File: src/rtl/id_ex_stage_pkg.sv
// id_ex_stage_pkg: shared CPU control-word layout used by control, forwarding and ID/EX stage
package id_ex_stage_pkg;
  localparam int CTRL_W        = 9;
  localparam int CTRL_REGWRITE = 8;
  localparam int CTRL_MEMTOREG = 7;
  localparam int CTRL_MEMREAD  = 6;
  localparam int CTRL_MEMWRITE = 5;
  localparam int CTRL_REGDST   = 4;
  localparam int CTRL_ALUSRC   = 3;
  localparam int CTRL_ALUOP_HI = 2;
  localparam int CTRL_ALUOP_LO = 1;
  localparam int CTRL_BRANCH   = 0;
endpackage

File: src/rtl/id_ex_stage_hazard_detect.sv
// hazard_detect: combinational load-use compare against the registered ID/EX instruction
module hazard_detect (
  input  logic       mem_read,
  input  logic [4:0] ex_rt,
  input  logic [4:0] id_rs,
  input  logic [4:0] id_rt,
  output logic       load_use
);
  always_comb load_use = mem_read && (ex_rt != 5'd0) && (ex_rt == id_rs || ex_rt == id_rt);
endmodule

File: src/rtl/id_ex_stage.sv
// id_ex_stage: ID/EX pipeline register with load-use stall, flush bubbles and bubble counter
module id_ex_stage
  import id_ex_stage_pkg::*;
#(
  parameter int DATA_W = 32,
  parameter int CNT_W  = 16
) (
  input  logic              clk_i,
  input  logic              rst_n,
  input  logic [4:0]        IF_ID_RegisterRs,
  input  logic [4:0]        IF_ID_RegisterRt,
  input  logic [4:0]        IF_ID_RegisterRd,
  input  logic [DATA_W-1:0] IF_ID_RsData,
  input  logic [DATA_W-1:0] IF_ID_RtData,
  input  logic [DATA_W-1:0] IF_ID_Imm,
  input  logic [CTRL_W-1:0] ID_Ctrl,
  input  logic              Flush_i,
  input  logic              MemStall_i,
  output logic [4:0]        ID_EX_RegisterRs,
  output logic [4:0]        ID_EX_RegisterRt,
  output logic [4:0]        ID_EX_RegisterRd,
  output logic [DATA_W-1:0] ID_EX_RsData,
  output logic [DATA_W-1:0] ID_EX_RtData,
  output logic [DATA_W-1:0] ID_EX_Imm,
  output logic [CTRL_W-1:0] ID_EX_Ctrl,
  output logic              PCWrite,
  output logic              IF_ID_Write,
  output logic [CNT_W-1:0]  BubbleCnt
);
  logic load_use;
  hazard_detect u_hazard (
    .mem_read(ID_EX_Ctrl[CTRL_MEMREAD]),
    .ex_rt   (ID_EX_RegisterRt),
    .id_rs   (IF_ID_RegisterRs),
    .id_rt   (IF_ID_RegisterRt),
    .load_use(load_use)
  );
  always_comb begin
    PCWrite     = !(load_use || MemStall_i);
    IF_ID_Write = PCWrite;
  end
  // Flush takes the bubble slot, so only an unflushed load-use bubble is counted
  always_ff @(posedge clk_i) begin
    if (!rst_n) begin
      ID_EX_Ctrl       <= '0;
      ID_EX_RegisterRs <= '0;
      ID_EX_RegisterRt <= '0;
      ID_EX_RegisterRd <= '0;
      ID_EX_RsData     <= '0;
      ID_EX_RtData     <= '0;
      ID_EX_Imm        <= '0;
      BubbleCnt        <= '0;
    end else if (!MemStall_i) begin
      ID_EX_Ctrl       <= (Flush_i || load_use) ? '0 : ID_Ctrl;
      ID_EX_RegisterRs <= (Flush_i || load_use) ? '0 : IF_ID_RegisterRs;
      ID_EX_RegisterRt <= (Flush_i || load_use) ? '0 : IF_ID_RegisterRt;
      ID_EX_RegisterRd <= (Flush_i || load_use) ? '0 : IF_ID_RegisterRd;
      ID_EX_RsData     <= (Flush_i || load_use) ? '0 : IF_ID_RsData;
      ID_EX_RtData     <= (Flush_i || load_use) ? '0 : IF_ID_RtData;
      ID_EX_Imm        <= (Flush_i || load_use) ? '0 : IF_ID_Imm;
      if (load_use && !Flush_i && !(&BubbleCnt))
        BubbleCnt <= BubbleCnt + CNT_W'(1);
    end
  end
endmodule
File: config.mk
export PLATFORM = sky130hd
export DESIGN_NAME = id_ex_stage
export DESIGN_NICKNAME = d
export VERILOG_FILES = /design/src/rtl/id_ex_stage_pkg.sv /design/src/rtl/id_ex_stage_hazard_detect.sv /design/src/rtl/id_ex_stage.sv
export SDC_FILE = /design/constraint.sdc
export NUM_CORES = 1
export LEC_CHECK = 0
export BUFFER_PORTS_ARGS = -buffer_cell sky130_fd_sc_hd__buf_4
export CAP_MARGIN = 20
export CORE_ASPECT_RATIO = 1.1
export CORE_UTILIZATION = 44
export DETAILED_ROUTE_END_ITERATION = 12
export HOLD_SLACK_MARGIN = 0.05
export PLACE_DENSITY_LB_ADDON = 0.08
export SYNTH_ARGS = -nofsm -noshare
export SYNTH_HDL_FRONTEND = slang
export SYNTH_SLANG_ARGS = --single-unit
File: constraint.sdc
create_clock -name clk_i -period 2.3 [get_ports clk_i]
set_input_delay 0.115 -clock clk_i [delete_from_list [all_inputs] [get_ports clk_i]]
set_output_delay 0.115 -clock clk_i [all_outputs]
set_load 0.05 [all_outputs]
* Word level (Yosys, flattened, before mapping)
Index checks and enable logic that the tools add are counted.
** Storage, ports and cells
- Bits in registers :: 136
- Bits of input ports :: 124
- Output and inout bits :: 138
- Logic and storage cells :: 32
** Operators by class
- Add/sub/neg operators :: 1
- Eq/ne operators :: 2
- Muxes and demuxes :: 7
- Bitwise gates (word level) :: 1
- Reduce and logical (&&, ||, !) cells :: 13
** Operator list (count)
- 2-to-1 mux 32 bit :: 3
- adder 16 x 1 -> 16 bit (second input constant) :: 1
- AND reduction 16 bit :: 1
- 2-to-1 mux 5 bit :: 3
- == test 5 bit :: 2
- 2-to-1 mux 9 bit :: 1
- nonzero test 5 bit :: 1
- logical AND 1 bit :: 4
- zero test 1 bit :: 3
- logical OR 1 bit :: 3
- AND reduction 2 bit :: 1
- inverter 1 bit :: 1

* Logic depth before layout (Yosys ltp)
Gate-level depths: netlist of the first run.
- Depth after elaboration :: 6
- Mapped depth :: 8
- Gate-level depth less buffers :: 6

* Cells and area by module
Synthesis of the first run repeated with hierarchy kept, for this count alone.
** Second synthesis, totals
- Cells, all modules :: 516
- Area, all modules :: 4924.7 um^2
** By module, submodules not included
- id_ex_stage :: times used 1, cells each 499, area each 4799.6 um^2, seq. area each 2722.6 um^2
- hazard_detect :: times used 1, cells each 17, area each 125.1 um^2, seq. area each 0.0 um^2

* Worst setup path after synthesis of the first run
Ideal clock, no wire load.
- Kind :: flip-flop to output port
- Start point :: reg ID_EX_RegisterRt[1]
- End point :: out PCWrite
- Arrival :: 2.709 ns
- Required time :: 2.185 ns
- Slack :: -0.524 ns
- Cell stages (with the launch flop) :: 9
- Buffers on the path :: 3
- Cell sequence :: dfxtp_1 > xor2_1 > nor2_1 > a22oi_1 > buf_2 > clkbuf_1 > nor2_1 > nor2_1 > buf_4
** Between the ends
- Longest elaborated chain between the ends :: 5
- Elaborated cells between the ends (all ways) :: 8
- Those cells by class :: 2 x eq/ne; 6 x reduce/logical
** Ends and longest elaborated chain
- from (decl) :: RTL line id_ex_stage.sv:20 : output logic [4:0] ID_EX_RegisterRt,
- from (signal assigned) :: RTL line id_ex_stage.sv:56 : ID_EX_RegisterRt <= (Flush_i || load_use) ? '0 : IF_ID_RegisterRt;
- == test 5 bit or nonzero test 5 bit (tied branches) :: RTL line id_ex_stage_hazard_detect.sv:9 : always_comb load_use = mem_read && (ex_rt != 5'd0) && (ex_rt == id_rs || ex_rt == id_rt);
- logical OR 1 bit or logical AND 1 bit (tied branches) :: RTL line id_ex_stage_hazard_detect.sv:9
- logical AND 1 bit (*) :: RTL line id_ex_stage_hazard_detect.sv:9
- logical OR 1 bit (*) :: RTL line id_ex_stage.sv:39 : PCWrite = !(load_use || MemStall_i);
- zero test 1 bit (*) :: RTL line id_ex_stage.sv:39
- to (decl) :: RTL line id_ex_stage.sv:26 : output logic PCWrite,
Mark *: on every way between the ends. The rest lies on a longest branch, timed or not.

* Worst setup path in the final report of the first run
- Start point :: in IF_ID_RegisterRt[3]
- End point :: out IF_ID_Write
** Between the ends
- Longest elaborated chain between the ends :: 5
** Ends and longest elaborated chain
- from (decl) :: RTL line id_ex_stage.sv:11 : input logic [4:0] IF_ID_RegisterRt,
- == test 5 bit :: RTL line id_ex_stage_hazard_detect.sv:9
- logical OR 1 bit :: RTL line id_ex_stage_hazard_detect.sv:9
- logical AND 1 bit :: RTL line id_ex_stage_hazard_detect.sv:9
- logical OR 1 bit :: RTL line id_ex_stage.sv:39
- zero test 1 bit :: RTL line id_ex_stage.sv:39
- to (decl) :: RTL line id_ex_stage.sv:27 : output logic IF_ID_Write,
No other way between the ends.

==> impl_metrics.json, run 1 <==
{
  "yosys.area.top_type_share": 0.579,
  "syn_inst": 398,
  "grt-ovfl-total": 0,
  "clock_latency_ns": 0.41,
  "fin_crit_sh": 0.956,
  "ys_warn_count": 0,
  "synthTopCellsByArea": "dfxtp_1 (58%), a22o_1 (22%), buf_6 (2.6%), xor2_1 (1.9%), nand4_1 (1.3%)",
  "root_buffer": "clkbuf_16",
  "synthDistinctLibCells": 35,
  "cts_tree": "done",
  "max_freq_mhz": 455,
  "leakagePower_uw": 0.00385,
  "p_seq_frac": 0.407,
  "diodes": 0,
  "status": "finished clean",
  "synthFlopType": "dfxtp_1",
  "hold_path.class": "input pin to flip-flop",
  "syn_area_um2": 4700,
  "yosysMostFrequentCell": "dfxtp_1",
  "grt_first_pass_wirelength_um": 26200,
  "clock_skew_ns": 0.0113,
  "post-dp-hpwl_um": 9240,
  "setup_violations": 0,
  "fin_crit_ns": 2.20,
  "crit_required_ns": 2.18,
  "grt_use_total": 0.309,
  "numPortBuffers": 261,
  "crit_fanout": 28,
  "firstDrtPassIters": 4,
  "initial_core_util": 0.453,
  "critPathBufInv": 4,
  "max-vdd-ir-drop_v": 0.000504,
  "syn_area_per_cell_um2": 11.8,
  "yosysSeqAreaShare": 0.579,
  "syn-num-nets": 523,
  "nNetsFinal": 896,
  "stdcell_count": 925,
  "rsz0062_at_grt": "false",
  "die_w_um": 101,
  "cp_common_cell": "buf_4",
  "synth_common_cells": "dfxtp_1 (136), a22o_1 (120), clkbuf_1 (16), buf_6 (11)",
  "slew_viol_final": 0,
  "worst_pin_slew_ns": 0.643,
  "ant_nets": 0,
  "power.switching_uw": 1630,
  "ys_ff_latch": 136,
  "clockBufferDepth": 2,
  "path_cells": "dlygate4sd3_1 -> buf_4 -> xor2_1 -> nor3_1 -> a22oi_2 -> buf_6 -> nor2_1 -> nor2_4 -> buf_4",
  "dieArea_um2": 11100,
  "clk_pin_slew_worst_paths_ns": 0.05,
  "dp_cells": 774,
  "ios": 262,
  "slowest_delay_ns": 0.56,
  "p_clk_frac": 0.432,
  "finalHoldViolCount": 0,
  "internal_power_uw": 4510,
  "yosys.area.top_type": "dfxtp_1",
  "switching_share": 0.266,
  "combPwrFrac": 0.161,
  "cts_inserted_buffers": 17,
  "crit_arrival_ns": 2.08,
  "routedWlPerCell_um": 18.3,
  "wl_um": 16900,
  "htree_levels": 4,
  "critical-path-slowest-cell": "dlygate4sd3_1",
  "start_kind": "input pin",
  "num_rows": 39,
  "critPathKind": "input pin to output port",
  "grt_pass1_vias": 4936,
  "dr.first_iter.drc_count": 208,
  "area.growth.synth_to_final_pct": 80.7,
  "clock_sinks": 136,
  "fin_tns_setup_ns": 0,
  "power_uw": 6140,
  "vias_per_cell": 5.29,
  "relSlewSlack": 0.571,
  "gp_congestion": 0.759,
  "synth_edf_count": 0,
  "timing.hold.ws_ns": 0.166,
  "drive_gt1_frac": 0.398,
  "die_h_um": 110,
  "endpoint_kind": "output port",
  "grt_max_degree": 71,
  "cpLargestDelayFamily": "buffers and inverters",
  "vias": 4895,
  "antenna_found_initial": 0,
  "drv_cap": 0,
  "core_area_um2": 10400,
  "synthArstFlopShare": 0,
  "powerDensity_nw_per_um2": 723,
  "drc": 0
}
cells by family after synthesis:
logic type | count (synthesis) | synth area share
simple gates | 63 | 0.0769
xor+xnor | 10 | 0.0186
mux | 5 | 0.0106
fa+ha+maj | 1 | 0.00266
flops | 136 | 0.579
buf+inv | 38 | 0.0537
compound gates | 145 | 0.259
path summary, 6_finish.rpt:
path	start	endpoint	slack, ns	depth (start not counted)
max reg2reg	BubbleCnt[0]	BubbleCnt[4]	0.31	7
min	Flush_i	BubbleCnt[13]	0.17	5
min reg2reg	ID_EX_Imm[24]	ID_EX_Imm[24]	0.48	1
max	IF_ID_RegisterRt[3]	IF_ID_Write	0.10	9
state kept, by name, indices dropped and copies added, names as in the netlist:
register          flops
ID_EX_Imm            32
ID_EX_Ctrl            9
ID_EX_RtData         32
ID_EX_RegisterRt      5
ID_EX_RsData         32
BubbleCnt            16
ID_EX_RegisterRs      5
ID_EX_RegisterRd      5
worst register-to-register path: stages (launching register included):
cell and delay, ns:
dfxtp_2 0.38, ha_1 0.19, nand3_1 0.17, or4_4 0.55, nand3_1 0.11, buf_4 0.23, nor4_1 0.08, o21a_1 0.17
final cells by class:
type | instances | area, µm²
well taps | 143 | 179
inverters | 3 | 11.3
multi-input cells | 224 | 1740
clock buffers | 18 | 439
repair buffers | 389 | 3260
fillers | 619 | 1900
flip-flops and latches | 136 | 2730
clock inverters | 12 | 129
power groups by stage:
| stage | Combinational, µW | Sequential [µW] | Clock [µW] |
|---|---|---|---|
| after floorplan | 181 | 2820 | 0 |
| after global placement | 785 | 2540 | 0 |
| after detailed placement | 796 | 2540 | 0 |
| after CTS | 967 | 2490 | 2640 |
| after global routing | 1030 | 2510 | 2780 |
| final | 990 | 2500 | 2650 |
per-stage QoR:
stage / utilization / worst slack, ns / cell area, µm²
finish: 0.818 / 0.101 / 8500
detailed placement: 0.645 / 0.371 / 6710
floorplan: - / 0.0995 / 4720
CTS: 0.817 / 0.0554 / 8490
global placement: 0.645 / 0.417 / 6710
global route: 0.818 / 0.0229 / 8500
routing by layer:
metal,wire [µm],vias to the layer above,GRT usage,share of wire
met5,0,-,0,0
met4,872,0,0.191,0.052
met3,1090,66,0.0861,0.065
met2,8480,231,0.524,0.50
met1,6460,2327,0.337,0.38
li1,-,2271,-,-
repair_timing:
item                                   4_1_cts  5_1_grt
setup endpoints to repair                    0        2
buffers inserted                             0        0
gates resized for setup                      0        2
hold buffers                               121        0
endpoints found under the hold margin      126        0
layout by cell type, fill, tap and decap left out, types with 2 or more instances in the layout:
| cell type | instances |
|---|---|
| o31ai_1 | 5 |
| clkinvlp_4 | 3 |
| nor4_1 | 3 |
| buf_4 | 264 |
| o21ai_0 | 4 |
| or3_1 | 3 |
| nor2_1 | 5 |
| nand3_1 | 5 |
| nand4_1 | 10 |
| or4_1 | 7 |
| nand2b_1 | 5 |
| a21oi_1 | 10 |
| clkinv_1 | 2 |
| bufinv_16 | 2 |
| buf_12 | 3 |
| clkinv_4 | 2 |
| dfxtp_2 | 7 |
| dfxtp_1 | 129 |
| mux2i_1 | 5 |
| xor2_1 | 10 |
| nor3_1 | 5 |
| and3_1 | 3 |
| clkinv_2 | 4 |
| a22o_1 | 120 |
| dlygate4sd3_1 | 121 |
| nand2_1 | 10 |
| clkbuf_16 | 17 |
| o21a_1 | 2 |
Power figures use the tool's default switching activity.
==> run 2: changes to the inputs <==
REMOVE_ABC_BUFFERS = 1   (was default)
==> run 2 against run 1 <==
Net effect: via count grew 0.74%; routed wire length up 2.6%; sequential share of layout area fell by 0.32 points; maximum frequency rose by 3.5%; global-route usage down 0.079 points; largest cell class unchanged.
==> impl_metrics.json, run 2 (synthesized netlist as in run 1, its figures left out) <==
{
  "max_freq_mhz": 471,
  "fin_ws_ns": 0.175,
  "endpoint_kind": "output port",
  "final_cell_area_um2": 8560,
  "vias_per_cell": 5.32,
  "worst_pin_slew_ns": 0.371,
  "reg.largest.list": "ID_EX_Imm x32, ID_EX_RsData x32, ID_EX_RtData x32",
  "ant_nets": 0,
  "firstDrtPassIters": 5,
  "dp_slack_ns": 0.282,
  "post-dp-hpwl_um": 9690,
  "numPortBuffers": 261,
  "utilization": 0.823,
  "drv_cap": 0,
  "clk_pin_slew_worst_paths_ns": 0.06,
  "htree_levels": 4,
  "relSlewSlack": 0.752,
  "drc": 0,
  "nNetsFinal": 896,
  "n_fill_cell": 558,
  "cts_tree": "done",
  "mostFrequentLayoutCell": "buf_4",
  "grt-ovfl-total": 0,
  "drive_gt1_frac": 0.387,
  "clock_skew_ns": 0.00902,
  "clock_latency_ns": 0.41,
  "final_cell_mix": "buf_4 (263), dfxtp_1 (136), dlygate4sd3_1 (121)",
  "r2r_slack_ns": 0.24,
  "ios": 262,
  "die_h_um": 110,
  "slew_viol_final": 0,
  "powerDensity_nw_per_um2": 747,
  "antenna_found_initial": 1,
  "routedWlPerCell_um": 18.7,
  "root_buffer": "clkbuf_16",
  "cts_inserted_buffers": 17,
  "crit_fanout": 28,
  "num_rows": 39,
  "clockBufferDepth": 2,
  "crit_required_ns": 2.18,
  "grt_first_pass_wirelength_um": 26400,
  "critPathKind": "flip-flop to output port",
  "rsz0062_at_grt": "false",
  "die_w_um": 101,
  "fin_tns_setup_ns": 0,
  "initial_core_util": 0.453,
  "dr.first_iter.drc_count": 255,
  "hold_path.class": "input pin to flip-flop",
  "fin_crit_ns": 2.12,
  "dieArea_um2": 11100,
  "vias": 4931,
  "start_kind": "flip-flop",
  "max-vdd-ir-drop_v": 0.000520,
  "power_uw": 6390,
  "finalHoldViolCount": 0,
  "clock_sinks": 136,
  "leakagePower_uw": 0.00388,
  "core_area_um2": 10400,
  "grt_use_total": 0.308,
  "grt_pass1_vias": 4897,
  "cts_setup_buffers": 0,
  "postPlaceCellArea_um2": 6710,
  "gp_congestion": 0.814,
  "wl_um": 17400,
  "crit_arrival_ns": 2.01,
  "status": "finished clean",
  "setup_violations": 0,
  "grt_max_degree": 75,
  "fin_crit_sh": 0.924,
  "area.growth.synth_to_final_pct": 81.9
}
==> run 2: timing repair <==
| item | 4_1_cts | 5_1_grt |
|---|---|---|
| endpoints found under the hold margin | 122 | 0 |
| hold buffers | 121 | 0 |
| resized for setup | 1 | 1 |
| setup endpoints to repair | 2 | 2 |
| gates cloned | 0 | 0 |
==> run 2: layout make-up <==
cell class | instances | area (µm²) | share of cell area
diodes | 1 | 2.50 | 0.000292
clock buffers | 20 | 457 | 0.0534
clock inverters | 11 | 171 | 0.0200
inverters | 3 | 11.3 | 0.00132
multi-input cells | 224 | 1740 | 0.203
flip-flops and latches | 136 | 2720 | 0.318
well taps | 143 | 179 | 0.0209
repair buffers | 389 | 3280 | 0.383
==> run 2: power by group <==
| group | total (µW) | leakage (µW) | switching, µW | internal (µW) |
|---|---|---|---|---|
| sequential | 2500 | 0.00111 | 56.6 | 2440 |
| combinational | 998 | 0.00247 | 536 | 461 |
| clock | 2890 | 0.000302 | 1020 | 1870 |
==> run 2: path summary, 6_finish.rpt <==
path              cells past startpoint               end                start
setup / recovery                      7       IF_ID_Write  ID_EX_RegisterRt[4]
hold / removal                        5     BubbleCnt[13]              Flush_i
setup reg to reg                      7      BubbleCnt[7]         BubbleCnt[0]
hold reg to reg                       1  ID_EX_RtData[19]     ID_EX_RtData[19]
==> run 2: metal layers <==
layer / global-route usage / part of all wire / wire length [µm]
met1: 0.345 / 0.38 / 6630
met2: 0.529 / 0.50 / 8740
met3: 0.0829 / 0.071 / 1230
met4: 0.161 / 0.043 / 753
met5: 0 / 0 / 0
==> run 2: through the flow <==
| stage | hold WS, ns | instances |
|---|---|---|
| final | 0.144 | 927 |
| after global placement | 0.331 | 774 |
| after floorplan | 0.233 | 363 |
| after global routing | 0.202 | 927 |
| after detailed placement | 0.336 | 774 |
| after CTS | 0.136 | 926 |
==> run 2: worst max-delay path, stage by stage (launching register included) <==
cell and delay (ns):
dfxtp_1 0.46, xor2_1 0.17, nor3_1 0.07, a22oi_2 0.22, buf_6 0.25, nor2_1 0.09
nor2_1 0.13, buf_4 0.22
